<file path="src/rtl/io_xbar_unflip_bus_if.sv">
// Handshake bundle for the bus-invert receive decoder: the flit input side and the decoded output side.
interface io_xbar_unflip_bus_if #(
  parameter int WIDTH = 8
);
  logic [WIDTH-1:0] in_data;
  logic             in_flip;
  logic             in_val;
  logic             in_rdy;
  logic [WIDTH-1:0] out_data;
  logic             out_val;
  logic             out_rdy;

  modport slave (
    input  in_data, in_flip, in_val, out_rdy,
    output in_rdy, out_data, out_val
  );

  modport master (
    output in_data, in_flip, in_val, out_rdy,
    input  in_rdy, out_data, out_val
  );
endinterface

</file>
<file path="src/rtl/io_xbar_unflip_bus.sv">
// Bus-invert receive decoder: restores flit polarity into a 2-entry skid FIFO,
// keeps a saturating flip count and a link-idle watchdog.
module io_xbar_unflip_bus #(
  parameter int WIDTH = 8,
  parameter int BHC   = 10,
  parameter int CNT_W = 16
) (
  input  logic                 clk,
  input  logic                 rst_n,
  io_xbar_unflip_bus_if.slave  bus,
  input  logic                 clr_stats,
  output logic [CNT_W-1:0]     flip_cnt,
  output logic                 link_idle
);
  localparam int IW = $clog2(BHC + 1);

  logic [1:0]       cnt_q, cnt_d;
  logic             rd_ptr_q, rd_ptr_d;
  logic             wr_ptr_q, wr_ptr_d;
  logic [WIDTH-1:0] mem_q [2];
  logic [WIDTH-1:0] mem_d [2];
  logic [CNT_W-1:0] flip_cnt_q, flip_cnt_d;
  logic [IW-1:0]    idle_cnt_q, idle_cnt_d;
  logic             link_idle_q, link_idle_d;
  logic             accept, release_w;

  // Ready comes only from registered occupancy, so out_rdy never reaches in_rdy combinationally.
  assign bus.in_rdy   = (cnt_q != 2'd2);
  assign bus.out_val  = (cnt_q != 2'd0);
  assign bus.out_data = mem_q[rd_ptr_q];
  assign flip_cnt     = flip_cnt_q;
  assign link_idle    = link_idle_q;

  assign accept    = bus.in_val & bus.in_rdy;
  assign release_w = bus.out_val & bus.out_rdy;

  always_comb begin
    cnt_d       = cnt_q;
    rd_ptr_d    = rd_ptr_q;
    wr_ptr_d    = wr_ptr_q;
    mem_d       = mem_q;
    flip_cnt_d  = flip_cnt_q;
    idle_cnt_d  = idle_cnt_q;
    link_idle_d = 1'b0;

    if (accept) begin
      mem_d[wr_ptr_q] = bus.in_flip ? ~bus.in_data : bus.in_data;
      wr_ptr_d        = ~wr_ptr_q;
    end
    if (release_w) begin
      rd_ptr_d = ~rd_ptr_q;
    end
    if (accept && !release_w) begin
      cnt_d = cnt_q + 2'd1;
    end else if (!accept && release_w) begin
      cnt_d = cnt_q - 2'd1;
    end

    if (clr_stats) begin
      flip_cnt_d = '0;
    end else if (accept && bus.in_flip && (flip_cnt_q != {CNT_W{1'b1}})) begin
      flip_cnt_d = flip_cnt_q + CNT_W'(1);
    end

    // link_idle follows the saturated count one cycle later; an accept clears it immediately.
    if (accept) begin
      idle_cnt_d = '0;
    end else begin
      if (idle_cnt_q != IW'(BHC)) begin
        idle_cnt_d = idle_cnt_q + IW'(1);
      end
      link_idle_d = (idle_cnt_q == IW'(BHC));
    end
  end

  always_ff @(posedge clk or negedge rst_n) begin
    if (!rst_n) begin
      cnt_q       <= 2'd0;
      rd_ptr_q    <= 1'b0;
      wr_ptr_q    <= 1'b0;
      mem_q[0]    <= '0;
      mem_q[1]    <= '0;
      flip_cnt_q  <= '0;
      idle_cnt_q  <= '0;
      link_idle_q <= 1'b0;
    end else begin
      cnt_q       <= cnt_d;
      rd_ptr_q    <= rd_ptr_d;
      wr_ptr_q    <= wr_ptr_d;
      mem_q       <= mem_d;
      flip_cnt_q  <= flip_cnt_d;
      idle_cnt_q  <= idle_cnt_d;
      link_idle_q <= link_idle_d;
    end
  end
endmodule

</file>
<file path="src/flat_wrapper.sv">
// flat-port wrapper written by rule: the top's interface ports become plain ports
module io_xbar_unflip_bus_flat 
#(
  parameter int WIDTH = 8,
  parameter int BHC   = 10,
  parameter int CNT_W = 16
)
  (clk, rst_n, clr_stats, flip_cnt, link_idle, bus_in_data, bus_in_flip, bus_in_val, bus_out_rdy, bus_in_rdy, bus_out_data, bus_out_val);
  io_xbar_unflip_bus_if #(.WIDTH(WIDTH)) bus_i ();
  input  logic clk;
  input  logic rst_n;
  input  logic clr_stats;
  output logic [CNT_W-1:0] flip_cnt;
  output logic link_idle;
  input wire logic [$bits(bus_i.in_data)-1:0] bus_in_data;
  input wire logic [$bits(bus_i.in_flip)-1:0] bus_in_flip;
  input wire logic [$bits(bus_i.in_val)-1:0] bus_in_val;
  input wire logic [$bits(bus_i.out_rdy)-1:0] bus_out_rdy;
  output wire logic [$bits(bus_i.in_rdy)-1:0] bus_in_rdy;
  output wire logic [$bits(bus_i.out_data)-1:0] bus_out_data;
  output wire logic [$bits(bus_i.out_val)-1:0] bus_out_val;
  assign bus_i.in_data = bus_in_data;
  assign bus_i.in_flip = bus_in_flip;
  assign bus_i.in_val = bus_in_val;
  assign bus_i.out_rdy = bus_out_rdy;
  assign bus_in_rdy = bus_i.in_rdy;
  assign bus_out_data = bus_i.out_data;
  assign bus_out_val = bus_i.out_val;
  io_xbar_unflip_bus #(.WIDTH(WIDTH), .BHC(BHC), .CNT_W(CNT_W)) u_core (.clk(clk), .rst_n(rst_n), .bus(bus_i), .clr_stats(clr_stats), .flip_cnt(flip_cnt), .link_idle(link_idle));
endmodule
</file>
<file path="config.mk">
export PLATFORM = sky130hd
export DESIGN_NAME = io_xbar_unflip_bus_flat
export DESIGN_NICKNAME = d
export VERILOG_FILES = /design/src/rtl/io_xbar_unflip_bus_if.sv /design/src/rtl/io_xbar_unflip_bus.sv /design/src/flat_wrapper.sv
export SDC_FILE = /design/constraint.sdc
export NUM_CORES = 1
export LEC_CHECK = 0
export CAP_MARGIN = 5
export CORE_MARGIN = 5
export CORE_UTILIZATION = 28
export CTS_CLUSTER_SIZE = 24
export DETAILED_ROUTE_END_ITERATION = 10
export PLACE_DENSITY_LB_ADDON = 0.15
export SLEW_MARGIN = 5
export SYNTH_ARGS = -nofsm -noshare
export SYNTH_HDL_FRONTEND = slang
export SYNTH_SLANG_ARGS = --single-unit
</file>
<file path="constraint.sdc">
create_clock -name clk -period 2 [get_ports clk]
set_input_delay 0.2 -clock clk [delete_from_list [all_inputs] [get_ports clk]]
set_output_delay 0.2 -clock clk [all_outputs]
set_load 0.005 [all_outputs]
</file>
==> metrics.md <==
| Metric | Value |
|---|---|
| Routed length per instance | between 10 and 15 um |
| Die outline width | between 90 and 100 um |
| Placeable Area | 7331 um^2 |
| Routed WL | 5.006 mm |
| Die area | between 9000 and 10000 um^2 |
| Port Buffers | 40 |
| Net Sw Power | 0.9514 mW |
| Hold crit path type | in -> async |
| Yosys cell types | 33 |
| Layout fillers | approximately 740 |
| Cells after Synth | ~220 |
| Most common cell after layout, fill and taps aside | dfrtp_1 |
| Initial core utilization | slightly below 30% |
| Vias in the first global route | 1806 |
| EDFF count, synth | 0 |
| Required time of the critical path | between 2 and 2.5 ns |
| Synth warn | 0 |
| Global-route wire length before repair | between 8 and 9 mm |
| Initial antenna violation count | 0 |
| Longest Clk Path Bufs | 2 |
| Max VDD drop | 0.3183 mV |
| Largest net degree at the start of global routing | 22 |
| Commonest cells after routing, fill and taps aside | dfrtp_1 (40), clkdlybuf4s50_1 (39), nor2_1 (19), a21oi_1 (19), nand2_1 (16) |
| Setup ws final | between 0.15 and 0.2 ns |
| Worst-path cell chain | ha_1 > nand4_1 > nor4_4 > buf_4 > nor4_1 > mux2_1 |
| Setup violation total in the final timing report | 0 |
| Worst-path fanout max | 10 |
| Share of cells above drive strength 1 | 10.45% |
| CP bufs+invs | 1 |
| Yosys reg bits | just over 40 |
| # DRC | 0 |
| Clk Tree Root Cell | clkbuf_8 |
| Max-cap violations | 0 |
| Pwr Density | between 1000 and 1500 nW/um^2 |
| Clk sink count | 41 |
| Startpoint Class | flip-flop |
| FFs w/ async S/R, synth | between 90% and 100% |
| Via density | 4.749 |
| GR Util All Layers | 11.08% |
| Clock power share | about a fifth |
| CTS tree | done |
| Antenna fix cells | 0 |
| Post-Syn Area | between 2000 and 2500 um^2 |
| Crit-path slowest cell | dfrtp_1 |
| Drt pass-1 iters | 4 |
| Relative slew slack | 62.00% |
| CP endpoint kind | flip-flop |
| Crit share post-route | between 90 and 100% |
| CTS clk-pin slew, worst paths | ~0.090 ns |
| Post-synthesis sequential area ratio | between 40% and 50% |
| Iteration-0 DRC Markers | 73 |
| Switching part of the total | between 30% and 40% |
| Multi-input combinational cell area | around 1000 um^2 |
| TritonCTS Buffers | 5 |
| DPL Wire Length | around 3.6 mm |
| Final Critical Period | 1.827 ns |
| Final net count | ~290 |
| Fmax | 547.5 MHz |
| Clk_skew | between 0.01 and 0.015 ns |
| H-tree depth | 2 |
| Area Overhead vs Synth | 31.05% |
| Syn_nets | between 200 and 250 |
| Gpl congestion | roughly 0.77 |
| Reg power frac | around 43% |
| Routed Antenna Nets | 0 |
| Max incr delay on CP | 0.39 ns |
| RSZ-0062 raised after global routing | false |
| Hold Vio Cnt, Final | 0 |
| FP Rows | 31 |
| Fin Setup TNS | 0 ns |
| Power share of the combinational group | ~37% |
| P_int | slightly below 2 mW |
| Register area | approximately 1000 um^2 |
| Critical path's top delay family | simple AND/OR/NAND/NOR gates |
| Top_reg_cell synth | dfrtp_1 |
| Clock latency on the worst-skew pair | about 0.30 ns |
| Crit path DAT | roughly 2.0 ns |
| WS Path Type | reg -> reg |
| Leak | about 1.2 nW |
| Status | completed |
| Mapped Avg Cell Area | 9.770 um^2 |
| Dpl ws | between 0.09 and 0.1 ns |
| Total gr overflow | 0 |
| I/O Pins | 41 |
| Slew of the pin with the lowest slew margin | ~0.57 ns |
| Die height | between 90 and 100 um |
| Via count | 1743 |
| Slew Viols, Final | 0 |
## cells in the mapped netlist (all sizes together) (2+ instances only)
cell type | number | area [um^2]
buf | 7 | 41.29
and3 | 4 | 25.02
dfrtp | 41 | 1026
mux2i | 8 | 80.08
nor2 | 19 | 71.32
mux2 | 6 | 67.56
inv | 9 | 33.78
and2 | 2 | 12.51
nor4 | 6 | 52.55
nand2 | 16 | 60.06
nand3 | 7 | 40.04
ha | 4 | 50.05
and4 | 2 | 17.52
or2 | 2 | 12.51
nand4 | 7 | 43.79
or4 | 7 | 52.55
nor2b | 7 | 43.79
o31ai | 7 | 52.55
o21ai | 11 | 55.05
xor2 | 4 | 35.03
nand2b | 2 | 15.02
or3 | 2 | 12.51
clkbuf | 5 | 18.77
xnor2 | 11 | 96.34
a21oi | 19 | 95.09
## layer usage
layer	wire [um]	part of all wire (%)	track usage, %
met2	2331	47	17.87
met4	29	0.58	3.514
met5	0	0	0
met1	2376	47	14.01
met3	269	5.4	3.661
## final timing paths
path,slack [ns],cells past startpoint,endpoint,from
max,0.17,6,u_core.flip_cnt[11],u_core.flip_cnt[0]
min,0.40,2,u_core.mem_q[11],rst_n
max reg2reg,0.17,6,u_core.flip_cnt[11],u_core.flip_cnt[0]
min reg2reg,0.51,1,u_core.cnt_q[1],u_core.cnt_q[1]
max in group asynchronous,1.11,3,u_core.flip_cnt[10],rst_n
min in group clk,0.51,1,u_core.cnt_q[1],u_core.cnt_q[1]
## power by group through the flow
stage               registers [mW]  logic (mW)  clock network [mW]
floorplan                     1.19       0.641                   0
global placement              1.26        1.07                   0
detailed placement            1.26        1.08                   0
CTS                           1.25        1.09               0.576
global route                  1.28        1.22               0.610
finish                        1.25        1.07               0.561
## metrics by stage
step | hold slack (ns) | instances | power [mW] | area, um^2 | util, %
after floorplan | -0.09559 | 219 | 1.834 | 2140 | -
after detailed placement | 0.2009 | 358 | 2.347 | 2701 | 36.85
after CTS | 0.4165 | 367 | 2.912 | 2803 | 38.23
final | 0.3961 | 367 | 2.872 | 2804 | 38.25
after global placement | 0.2162 | 358 | 2.328 | 2701 | 36.85
after global routing | 0.4521 | 367 | 3.117 | 2804 | 38.25
## kinds of logic after synthesis
kind of cell | after synthesis | share of synthesized area (%)
AND/OR/NAND/NOR | 86 | 22.46
XOR/XNOR | 15 | 6.140
flip-flops | 41 | 47.95
adder cells (fa/ha/maj) | 4 | 2.339
multiplexers | 14 | 6.901
AO/OA/AOI/OAI | 38 | 9.824
buffers and inverters | 21 | 4.386
## registers in the layout (all words and copies together) (netlist names)
| name | cells |
|---|---|
| u_core.wr_ptr_q | 1 |
| u_core.rd_ptr_q | 1 |
| u_core.mem_q | 16 |
| u_core.flip_cnt | 16 |
| u_core.link_idle | 1 |
| u_core.idle_cnt_q | 4 |
| u_core.cnt_q | 2 |
## final cells by class
type | instances | share of cell area, %
inverter | 9 | 1.205
timing repair buffer | 53 | 18.12
clock buffer | 5 | 2.454
multi-input combinational | 157 | 36.37
tap | 99 | 4.418
sequential | 41 | 36.64
clock inverter | 3 | 0.8032
## repair_timing
action / in CTS / in global routing
endpoints found under the hold margin: 20 / 0
hold buffers: 1 / 0
endpoints found under the setup margin: 0 / 6
setup buffers: 0 / 0
resized for setup: 0 / 1
Note: power is estimated with default switching activity, not from simulation.
